File: src/rtl/acc_pkg.sv
// acc_pkg: shared types and default sizes for the accumulator sequencer.
//   state_e       - sequencer FSM states (IDLE, RUN, DONE)
//   DEF_WIDTH     - default datapath width, matches the ripple adder
//   DEF_LEN_W     - default batch-length field width
package acc_pkg;

    localparam int unsigned DEF_WIDTH = 6;
    localparam int unsigned DEF_LEN_W = 4;

    typedef enum logic [1:0] {
        IDLE = 2'd0,
        RUN  = 2'd1,
        DONE = 2'd2
    } state_e;

endpackage : acc_pkg

File: src/rtl/acc_beat_cnt.sv
// acc_beat_cnt: loadable down-counter tracking operands left in a batch.
// Ports:
//   clk, rst  - clock, synchronous active-high reset
//   load_i    - load len_i into the counter (has priority over dec_i)
//   len_i     - batch length to load
//   dec_i     - decrement by one (saturates at zero)
//   last_o    - registered flag, high while count == 1
module acc_beat_cnt
    import acc_pkg::*;
#(
    parameter int unsigned LEN_W = DEF_LEN_W
) (
    input  logic             clk,
    input  logic             rst,
    input  logic             load_i,
    input  logic [LEN_W-1:0] len_i,
    input  logic             dec_i,
    output logic             last_o
);

    logic [LEN_W-1:0] count_q;
    logic [LEN_W-1:0] count_d;
    logic             last_q;

    // Next count: load wins over decrement; never wrap below zero.
    always_comb begin
        count_d = count_q;
        if (load_i) begin
            count_d = len_i;
        end else if (dec_i && (count_q != LEN_W'(0))) begin
            count_d = count_q - LEN_W'(1);
        end
    end

    // last is registered from the next count so it is valid with the count.
    always_ff @(posedge clk) begin
        if (rst) begin
            count_q <= LEN_W'(0);
            last_q  <= 1'b0;
        end else begin
            count_q <= count_d;
            last_q  <= (count_d == LEN_W'(1));
        end
    end

    assign last_o = last_q;

endmodule : acc_beat_cnt

File: src/rtl/acc_sequencer.sv
// acc_sequencer: control and register stage around the external 6-bit
// combinational ripple adder. Accepts a batch of operands, accumulates them
// through the adder, and presents the total plus a sticky overflow flag.
// Ports:
//   clk, rst             - clock, synchronous active-high reset
//   start, len           - begin a batch of len operands (sampled in IDLE)
//   in_valid/in_ready    - operand stream handshake, operand on in_data
//   add_a, add_b         - adder operands (acc, in_data)
//   add_sum              - adder result, add_a + add_b mod 2^WIDTH
//   out_valid/out_ready  - result handshake, total on out_data
//   ovf                  - sticky unsigned overflow for the batch
//   busy                 - high whenever the FSM is not in IDLE
module acc_sequencer
    import acc_pkg::*;
#(
    parameter int unsigned WIDTH = DEF_WIDTH,
    parameter int unsigned LEN_W = DEF_LEN_W
) (
    input  logic             clk,
    input  logic             rst,
    input  logic             start,
    input  logic [LEN_W-1:0] len,
    input  logic             in_valid,
    input  logic [WIDTH-1:0] in_data,
    output logic             in_ready,
    output logic [WIDTH-1:0] add_a,
    output logic [WIDTH-1:0] add_b,
    input  logic [WIDTH-1:0] add_sum,
    output logic             out_valid,
    output logic [WIDTH-1:0] out_data,
    input  logic             out_ready,
    output logic             ovf,
    output logic             busy
);

    state_e           state_q;
    logic [WIDTH-1:0] acc_q;
    logic             ovf_q;
    logic             in_ready_q;
    logic             out_valid_q;
    logic             busy_q;

    logic             load;
    logic             accept;
    logic             last;

    // in_ready_q is only ever high in RUN, so it alone qualifies an accept.
    assign accept = in_ready_q && in_valid;
    assign load   = (state_q == IDLE) && start && (len != LEN_W'(0));

    acc_beat_cnt #(
        .LEN_W (LEN_W)
    ) u_beat_cnt (
        .clk    (clk),
        .rst    (rst),
        .load_i (load),
        .len_i  (len),
        .dec_i  (accept),
        .last_o (last)
    );

    // Sequencer FSM with registered handshake and status outputs.
    always_ff @(posedge clk) begin
        if (rst) begin
            state_q     <= IDLE;
            acc_q       <= WIDTH'(0);
            ovf_q       <= 1'b0;
            in_ready_q  <= 1'b0;
            out_valid_q <= 1'b0;
            busy_q      <= 1'b0;
        end else begin
            unique case (state_q)
                IDLE: begin
                    if (start) begin
                        acc_q  <= WIDTH'(0);
                        ovf_q  <= 1'b0;
                        busy_q <= 1'b1;
                        if (len != LEN_W'(0)) begin
                            state_q    <= RUN;
                            in_ready_q <= 1'b1;
                        end else begin
                            state_q     <= DONE;
                            out_valid_q <= 1'b1;
                        end
                    end
                end
                RUN: begin
                    if (accept) begin
                        acc_q <= add_sum;
                        // A modular sum below the old total means the add wrapped.
                        ovf_q <= ovf_q | (add_sum < acc_q);
                        if (last) begin
                            state_q     <= DONE;
                            in_ready_q  <= 1'b0;
                            out_valid_q <= 1'b1;
                        end
                    end
                end
                DONE: begin
                    if (out_ready) begin
                        state_q     <= IDLE;
                        out_valid_q <= 1'b0;
                        busy_q      <= 1'b0;
                    end
                end
                default: begin
                    state_q     <= IDLE;
                    in_ready_q  <= 1'b0;
                    out_valid_q <= 1'b0;
                    busy_q      <= 1'b0;
                end
            endcase
        end
    end

    assign in_ready  = in_ready_q;
    assign out_valid = out_valid_q;
    assign busy      = busy_q;
    assign ovf       = ovf_q;
    assign out_data  = acc_q;
    assign add_a     = acc_q;
    assign add_b     = in_data;

endmodule : acc_sequencer

File: config.mk
export PLATFORM = sky130hd
export DESIGN_NAME = acc_sequencer
export DESIGN_NICKNAME = d
export VERILOG_FILES = /design/src/rtl/acc_pkg.sv /design/src/rtl/acc_beat_cnt.sv /design/src/rtl/acc_sequencer.sv
export SDC_FILE = /design/constraint.sdc
export NUM_CORES = 1
export LEC_CHECK = 0
export CAP_MARGIN = 20
export CELL_PAD_IN_SITES_DETAIL_PLACEMENT = 1
export CELL_PAD_IN_SITES_GLOBAL_PLACEMENT = 2
export CORE_ASPECT_RATIO = 0.75
export CORE_MARGIN = 2
export CORE_UTILIZATION = 23
export CTS_CLUSTER_DIAMETER = 30
export DETAILED_ROUTE_END_ITERATION = 16
export PLACE_DENSITY = 0.79
export SLEW_MARGIN = 5
export SYNTH_ARGS = -nofsm -noshare
export SYNTH_HDL_FRONTEND = slang
export SYNTH_SLANG_ARGS = --single-unit
File: constraint.sdc
create_clock -name clk -period 1.9 [get_ports clk]
set_clock_uncertainty 0.2 [all_clocks]
set_input_delay 0.285 -clock clk [delete_from_list [all_inputs] [get_ports clk]]
set_output_delay 0.285 -clock clk [all_outputs]
set_load 0.05 [all_outputs]
## After elaboration in Yosys (flattened, before gate mapping)

Index checks and enable logic that the tools add are counted.

| word-level totals | value |
|---|---|
| bits in registers | 17 |
| input bits | 21 |
| output and inout port bits | 22 |
| word-level logic and storage cells | 62 |

| operators by class | value |
|---|---|
| add/subtract/negate cells | 1 |
| order comparisons | 1 |
| eq/ne operators | 9 |
| mux-type cells | 27 |
| bitwise operators | 3 |
| reductions and logical operators | 13 |

Operators with widths:

| kind | count |
|---|---|
| 1-bit 2-to-1 mux | 12 |
| 6-bit 2-to-1 mux | 2 |
| 6-bit one-hot mux with 2 select lines | 1 |
| 2-bit 2-to-1 mux | 5 |
| 5-bit AND reduction | 2 |
| 1-bit one-hot mux with 3 select lines | 3 |
| 4-bit 2-to-1 mux | 2 |
| 4-bit nonzero test | 2 |
| 6-bit < comparator | 1 |
| 2-bit by 1-bit != test with 1-bit output, second input constant | 3 |
| 2-bit != test, second input constant | 3 |
| 2-bit one-hot mux with 3 select lines | 1 |
| 3-bit AND reduction | 2 |
| 4-bit by 1-bit equality test with 1-bit output, second input constant | 1 |
| 1-bit logical AND | 4 |
| 4-bit AND reduction | 1 |
| 4-bit by 1-bit subtractor with 4-bit output, second input constant | 1 |
| 2-bit by 1-bit equality test with 1-bit output, second input constant | 1 |
| 2-bit equality test, second input constant | 1 |
| 2-bit zero test | 1 |
| 1-bit NOT | 2 |
| 1-bit one-hot mux with 2 select lines | 1 |
| 2-bit nonzero test | 1 |
| 1-bit OR | 1 |

## Depth between registers and ports, before layout

Gate-level depths: netlist (run 1).

| depth | value |
|---|---|
| word-level depth | 5 |
| depth in mapped cells | 7 |
| depth with buffers taken out | 7 |

## Modules after synthesis

Synthesis (run 1) repeated with hierarchy kept, for this count alone.

| second synthesis, totals | value |
|---|---|
| cells, all modules | 127 |
| area, all modules | 1,057.3 µm² |

By module, submodules not included:

| module | times used | cells an instance | area an instance (µm²) | seq. area each (µm²) |
|---|---|---|---|---|
| acc_sequencer | 1 | 92 | 747.0 | 240.2 |
| acc_beat_cnt | 1 | 35 | 310.3 | 100.1 |

## Worst setup path after synthesis (run 1)

Ideal clock, no wire load.

| timing | value |
|---|---|
| path kind | flip-flop to flip-flop |
| start point | register acc_q[4] (netlist: add_a[4]) |
| end point | register ovf_q (netlist: ovf) |
| library setup time | 0.086 ns |
| arrival time | 1.709 ns |
| data required time | 1.614 ns |
| slack | -0.095 ns |
| stages on the path, launching flop included | 7 |
| path buffers | 0 |
| clock period less this slack | 1.995 ns |
| cell sequence | dfxtp_1 -> inv_1 -> ha_1 -> a21o_1 -> a211oi_1 -> o21ai_0 -> a211oi_1 |

| on the way | value |
|---|---|
| cells in the longest elaborated chain, start to end | 4 |

Ends and longest elaborated chain:

| what | line | RTL |
|---|---|---|
| start: declaration | acc_sequencer.sv:37 | `logic [WIDTH-1:0] acc_q;` |
| start signal: assignment | acc_sequencer.sv:89 | `acc_q <= add_sum;` |
| 6-bit < comparator | acc_sequencer.sv:91 | `ovf_q <= ovf_q \| (add_sum < acc_q);` |
| 1-bit OR | acc_sequencer.sv:91 |  |
| 1-bit 2-to-1 mux | acc_sequencer.sv:88 | `if (accept) begin` |
| 1-bit one-hot mux with 2 select lines | acc_sequencer.sv:72 | `unique case (state_q)` |
| end signal: assignment | acc_sequencer.sv:91 |  |
| end: declaration | acc_sequencer.sv:38 | `logic ovf_q;` |

Every way passes these cells. The select of a mux whose other input is x is not followed.
A chain may end at the register's enable or synchronous reset.

## Final worst setup path (run 1)

| timing | value |
|---|---|
| start point | input port len[0] |
| end point | register u_beat_cnt.last_q (netlist: u_beat_cnt.last_o) |

| on the way | value |
|---|---|
| cells in the longest elaborated chain, start to end | 4 |

Ends and longest elaborated chain:

| what | line | RTL |
|---|---|---|
| start: declaration | acc_sequencer.sv:22 | `input logic [LEN_W-1:0] len,` |
| 4-bit nonzero test | acc_sequencer.sv:49 | `assign load = (state_q == IDLE) && start && (len != LEN_W'(0));` |
| 1-bit logical AND | acc_sequencer.sv:49 |  |
| 4-bit 2-to-1 mux * | acc_beat_cnt.sv:28 | `if (load_i) begin` |
| 4-bit by 1-bit equality test with 1-bit output * | acc_beat_cnt.sv:42 | `last_q <= (count_d == LEN_W'(1));` |
| end signal: assignment | acc_beat_cnt.sv:42 |  |
| end: declaration | acc_beat_cnt.sv:23 | `logic last_q;` |

Mark *: on every way between the ends. The rest lies on a longest branch, timed or not.

==> results.py, run 1 <==
metrics = {
    "clocking": {
        "cts_hold_buf": 0,
        "cts_root_buffer": "clkbuf_8",
        "clock-sinks": 17,
        "insertion_delay_ns": 0.25,
        "post_cts_buffers": 0,
        "cts_buffer_depth": 2,
        "cts_buffers": 3,
        "clkTransAtPathRegs_ns": 0.07,
        "cts_tree": "yes",
        "ctsHtreeMaxLevel": 1,
    },
    "global_route": {
        "grt_max_degree": 16,
        "antenna_found_initial": 0,
        "grt_pass1_vias": 1084,
        "track_usage_pct": 13.2,
        "overflow": 0,
        "grt_pass1_wl_um": 5240,
    },
    "critical_path": {
        "r2r_start": "u_beat_cnt.count_q[0]",
        "r2r_setup_slack_ns": 0.11,
        "reg2regPathDepth": 7,
        "worstSetupPathType": "input pin to flop",
        "cp.required_ns": 1.88,
        "r2r_end": "u_beat_cnt.last_o",
        "critPathMaxFanout": 3,
        "crit_arrival_ns": 1.82,
        "cp-start-kind": "input pin",
        "cp-end-kind": "flop",
    },
    "synthesis": {
        "ys_warn_count": 0,
        "netlist_top_cells_area": "dfxtp_1 (33%), buf_4 (8.6%), ha_1 (7.2%), a21oi_1 (6.7%), nand3_1 (5.3%)",
        "synth.distinct_cells": 32,
        "synth_edf_count": 0,
        "synth_area_per_cell_um2": 8.05,
        "yosysTopAreaCell": "dfxtp_1",
        "synth_ff_type": "dfxtp_1",
        "netlist.area_leader.share_pct": 32.5,
        "netlist_area_um2": 1050,
        "syn_nets": 157,
        "synth-async-reset-ratio_pct": 0,
        "netlist_instances": 130,
        "synth-seq-area-share_pct": 32.5,
        "synth_seq_cells": 17,
    },
    "pwr": {
        "p_per_area_nw_per_um2": 802,
        "leakage_nw": 0.584,
        "vdd_drop_max_uv": 246,
    },
    "floorplan": {
        "initial_core_util_pct": 23.7,
        "ios": 43,
        "std_cell_rows": 21,
        "die-area_um2": 5110,
        "core-area_um2": 4410,
        "die_w_um": 81.9,
        "die_h_um": 62.4,
    },
    "placed_design": {
        "pre_cts_slack_ns": -0.329,
        "numPortBuffers": 30,
        "dp_hpwl_um": 2410,
        "dpl_cell_area_um2": 1380,
        "routabilityCongestion": 0.801,
    },
    "final_layout": {
        "layout.nets": 191,
        "antenna_cells": 0,
        "syn_to_final_growth_pct": 38.0,
        "layout_common_cells": "buf_4 (31), a21oi_1 (14), nand2_1 (13), dfxtp_1 (13), inv_1 (12)",
        "drive_gt1_share_pct": 28.8,
        "design_area_um2": 1440,
        "mostFrequentLayoutCell": "buf_4",
        "post-route-util_pct": 32.7,
    },
    "worst_hold_path": {
        "holdCritPathClass": "flop to flop",
        "holdPathStages": 2,
        "holdCritStartpoint": "ovf",
        "hold_end": "ovf",
    },
    "sta": {
        "hold_slack_ns": 0.278,
        "max_slew.worst_pin.slew_ns": 0.337,
        "drv_slew": 0,
        "slew_headroom_pct": 77.5,
        "hold_viol_final": 0,
        "setup_viol": 0,
        "period_share_pct": 96.4,
        "grt_setup_unrepaired": "yes",
        "fin_ws_ns": 0.0677,
        "fin_crit_ns": 1.83,
        "fmax_mhz": 546,
    },
    "route": {
        "wirelength_um": 3140,
        "vias": 999,
        "first_pass_iters": 4,
        "via_per_inst": 4.54,
        "ant_nets": 0,
        "drt-initial-drc-count": 33,
        "route.detailed.drc": 0,
        "wire_per_inst_um": 14.3,
    },
    "outcome": {
        "status": "completed",
    },
    "flow_run": {
        "maxCapViolCount": 0,
    },
}
[power breakdown]
part           switching [mW]  total [mW]  internal, mW
Sequential             0.0502       0.447         0.397
Combinational           0.248       0.438         0.190
Clock                   0.127       0.273         0.146
Total                   0.425        1.16         0.732
[layout make-up]
| type | instances | area [µm²] |
|---|---|---|
| clock inverter | 1 | 5.00 |
| sequential | 17 | 348 |
| fill | 541 | 2970 |
| multi-input combinational | 85 | 564 |
| inverter | 12 | 45.0 |
| tap | 57 | 71.3 |
| clock buffer | 3 | 41.3 |
| timing repair buffer | 45 | 369 |
[metrics by stage]
| stage | std cells | power (mW) | TNS [ns] |
|---|---|---|---|
| after floorplan | 130 | 0.741 | 0 |
| after global placement | 216 | 0.866 | -1.37 |
| after detailed placement | 216 | 0.879 | -2.01 |
| after CTS | 220 | 1.16 | 0 |
| after global routing | 220 | 1.24 | -0.0168 |
| final | 220 | 1.16 | 0 |
[Yosys cell counts (2+ instances only)]
| master | count |
|---|---|
| a211oi_1 | 3 |
| a21o_1 | 3 |
| a21oi_1 | 14 |
| buf_4 | 12 |
| clkbuf_1 | 3 |
| dfxtp_1 | 17 |
| ha_1 | 6 |
| inv_1 | 12 |
| nand2_1 | 13 |
| nand2b_1 | 3 |
| nand3_1 | 11 |
| nor2_1 | 7 |
| nor2b_1 | 3 |
| o211ai_1 | 2 |
| o21ai_0 | 4 |
[worst max path at each step]
stage	from	end	slack (ns)	depth (start not counted)
6_report	len[0]	u_beat_cnt.last_o	0.07	6
5_1_grt	u_beat_cnt.count_q[1]	u_beat_cnt.last_o	-0.02	7
4_1_cts	u_beat_cnt.count_q[0]	u_beat_cnt.last_o	0.02	7
3_5_place_dp	len[0]	u_beat_cnt.last_o	-0.33	6
3_3_place_gp	len[0]	u_beat_cnt.last_o	-0.24	6
2_1_floorplan	add_a[1]	ovf	0.04	6
[worst max-delay path, stage by stage]
cell	delay (ns)
clkdlybuf4s50_1	0.44
or4_4	0.46
a31o_4	0.27
a31oi_4	0.15
nand2_2	0.07
nor3_2	0.14
[sequential cells by signal, summed over array words and instances (netlist names)]
| register | cells |
|---|---|
| state_q | 2 |
| u_beat_cnt.count_q | 4 |
| u_beat_cnt.last_o | 1 |
| ovf | 1 |
| in_ready | 1 |
| add_a | 6 |
| out_valid | 1 |
| busy | 1 |
[cells by family (layout without fill, tap and decap cells)]
kind of cell,count (synthesis),count (layout),synth area share (%)
AND/OR/NAND/NOR,45,45,22.3
AO/OA/AOI/OAI,33,33,22.0
buffers and inverters,28,61,15.1
flip-flops,17,17,32.5
adder cells (fa/ha/maj),6,6,7.18
multiplexers,1,1,0.957
[per-layer routing]
layer | global-route usage [%] | part of all wire (%) | vias to the layer above
met3 | 3.47 | 4.1 | 8
met2 | 21.4 | 50 | 21
met4 | 3.75 | 1.2 | 0
met5 | 0 | 0 | -
met1 | 17.1 | 45 | 466
li1 | - | - | 504
[repair_timing]
item	in CTS	in global routing
endpoints found under the setup margin	3	2
gates resized for setup	3	7
pin swaps	1	1
Note: power is estimated with default switching activity, not from simulation.
==> run 2: changes to the inputs <==
--- a/config.mk
+++ b/config.mk
@@ -9,7 +9,7 @@
 export CELL_PAD_IN_SITES_DETAIL_PLACEMENT = 1
 export CELL_PAD_IN_SITES_GLOBAL_PLACEMENT = 2
 export CORE_ASPECT_RATIO = 0.75
-export CORE_MARGIN = 2
+export CORE_MARGIN = 8
 export CORE_UTILIZATION = 23
 export CTS_CLUSTER_DIAMETER = 30
 export DETAILED_ROUTE_END_ITERATION = 16
==> results.py, run 2 (synthesis results as in run 1) <==
metrics = {
    "route": {
        "wire_per_inst_um": 15.0,
        "via_per_inst": 4.62,
        "ant_nets": 0,
        "drt-initial-drc-count": 19,
        "first_pass_iters": 4,
        "wirelength_um": 3300,
        "vias": 1017,
        "route.detailed.drc": 0,
    },
    "sta": {
        "grt_setup_unrepaired": "yes",
        "fmax_mhz": 531,
        "slew_headroom_pct": 73.5,
        "hold_viol_final": 0,
        "setup_viol": 0,
        "fin_crit_ns": 1.88,
        "max_slew.worst_pin.slew_ns": 0.393,
        "drv_slew": 0,
        "period_share_pct": 99.1,
    },
    "pwr": {
        "combPwrFrac_pct": 38.7,
        "leakage_nw": 0.589,
        "p_per_area_nw_per_um2": 803,
        "seq_power_share_pct": 37.9,
        "swShare_pct": 36.9,
        "vdd_drop_max_uv": 290,
        "p_int_mw": 0.737,
        "clockPowerShare_pct": 23.4,
        "switchingPower_mw": 0.430,
    },
    "final_layout": {
        "design_area_um2": 1450,
        "layout_common_cells": "buf_4 (31), dfxtp_1 (14), a21oi_1 (13), clkdlybuf4s50_1 (13)",
        "nFillCells": 533,
        "post-route-util_pct": 32.9,
        "largest_register_ffs": 6,
        "antenna_cells": 0,
        "drive_gt1_share_pct": 30.1,
        "mostFrequentLayoutCell": "buf_4",
        "seqCellArea_um2": 344,
        "syn_to_final_growth_pct": 38.9,
        "multi_input_area_um2": 571,
        "layout.nets": 191,
    },
    "global_route": {
        "grt_pass1_wl_um": 5260,
        "overflow": 0,
        "grt_max_degree": 16,
        "antenna_found_initial": 0,
        "track_usage_pct": 9.40,
        "grt_pass1_vias": 1072,
    },
    "flow_run": {
        "maxCapViolCount": 0,
    },
    "floorplan": {
        "die_h_um": 74.4,
        "initial_core_util_pct": 23.7,
        "core-area_um2": 4410,
        "ios": 43,
        "std_cell_rows": 21,
        "die_w_um": 93.9,
        "die-area_um2": 6980,
    },
    "clocking": {
        "cts_buffer_depth": 2,
        "clkTransAtPathRegs_ns": 0.07,
        "cts_tree": "yes",
        "cts_hold_buf": 0,
        "clock-sinks": 17,
        "ctsHtreeMaxLevel": 1,
        "insertion_delay_ns": 0.25,
        "cts_root_buffer": "clkbuf_8",
        "cts_buffers": 3,
    },
    "critical_path": {
        "crit_family": "simple AND/OR/NAND/NOR gates",
        "path_buf_inv": 1,
        "worstSetupPathType": "input pin to flop",
        "max_stage_delay_ns": 0.57,
        "crit_chain": "clkdlybuf4s50_1, or4_4, a31o_4, a31oi_4, nand2_2, nor3_2",
        "crit_arrival_ns": 1.86,
        "crit_path_top_delay_cell": "or4_4",
        "critPathMaxFanout": 3,
        "cp.required_ns": 1.88,
        "cp-end-kind": "flop",
        "cp-start-kind": "input pin",
    },
    "placed_design": {
        "dp_hpwl_um": 2550,
        "dpl_cell_area_um2": 1370,
        "routabilityCongestion": 0.875,
        "numPortBuffers": 30,
    },
    "worst_hold_path": {
        "holdCritPathClass": "input pin to flop",
    },
    "outcome": {
        "status": "completed",
    },
}
-- run 2: cell count changes in the layout (fill, tap and decap cells not counted), sizes merged --
cell,before,now
clkdlybuf4s50,11,13
dlygate4sd2,3,0
dlymetal6s2s,0,1
-- run 2: per-stage QoR --
| stage | hold WS (ns) | setup WS [ns] | setup TNS [ns] | std cells | power [mW] |
|---|---|---|---|---|---|
| 6_report | 0.199 | 0.0176 | 0 | 220 | 1.17 |
| 5_1_grt | 0.237 | -0.0161 | -0.0161 | 220 | 1.24 |
| 4_1_cts | 0.267 | -0.00469 | -0.00469 | 220 | 1.17 |
| 3_5_place_dp | 0.255 | -0.323 | -1.99 | 215 | 0.880 |
| 3_3_place_gp | 0.240 | -0.237 | -1.45 | 215 | 0.867 |
| 2_1_floorplan | 0.150 | 0.0401 | 0 | 130 | 0.741 |
-- run 2: worst min-delay path, stage by stage --
cell and delay [ns]:
dlymetal6s2s_1 0.11, a22oi_1 0.12, nor2_1 0.10
-- run 2: final cells by class --
| type | count | area share, % |
|---|---|---|
| Clock inverter | 1 | 0.345 |
| Tap cell | 57 | 4.91 |
| Multi-Input combinational cell | 85 | 39.3 |
| Inverter | 12 | 3.10 |
| Sequential cell | 17 | 23.7 |
| Clock buffer | 3 | 2.84 |
| Timing Repair Buffer | 45 | 25.8 |
-- run 2: power groups by stage --
stage                     clock network, mW  registers (mW)  logic, mW
after global placement                    0           0.445      0.422
final                                 0.273           0.442      0.451
after floorplan                           0           0.491      0.250
after CTS                             0.288           0.440      0.444
after detailed placement                  0           0.447      0.433
after global routing                  0.302           0.448      0.490
-- run 2: routing by layer --
metal / global-route usage [%] / vias up / part of all wire [%]
met3: 3.13 / 2 / 5.8
met1: 11.6 / 483 / 47
met2: 15.4 / 28 / 46
met4: 2.28 / 0 / 0.24
met5: 0 / - / 0
li1: - / 504 / -
-- run 2: timing repair --
action                                  in CTS  in global routing
buffers inserted                             1                  0
endpoints found under the setup margin       2                  8
pin swaps                                    3                  1
cloned                                       0                  0
resized for setup                            1                  8
-- run 2: path summary, 6_finish.rpt --
kind / startpoint / endpoint / slack (ns) / cells past startpoint
worst max-delay path: len[0] / u_beat_cnt.last_o / 0.02 / 6
worst min-delay path: len[1] / u_beat_cnt.count_q[1] / 0.20 / 3
worst max register to register: u_beat_cnt.count_q[0] / u_beat_cnt.last_o / 0.06 / 7
worst min register to register: ovf / ovf / 0.26 / 2
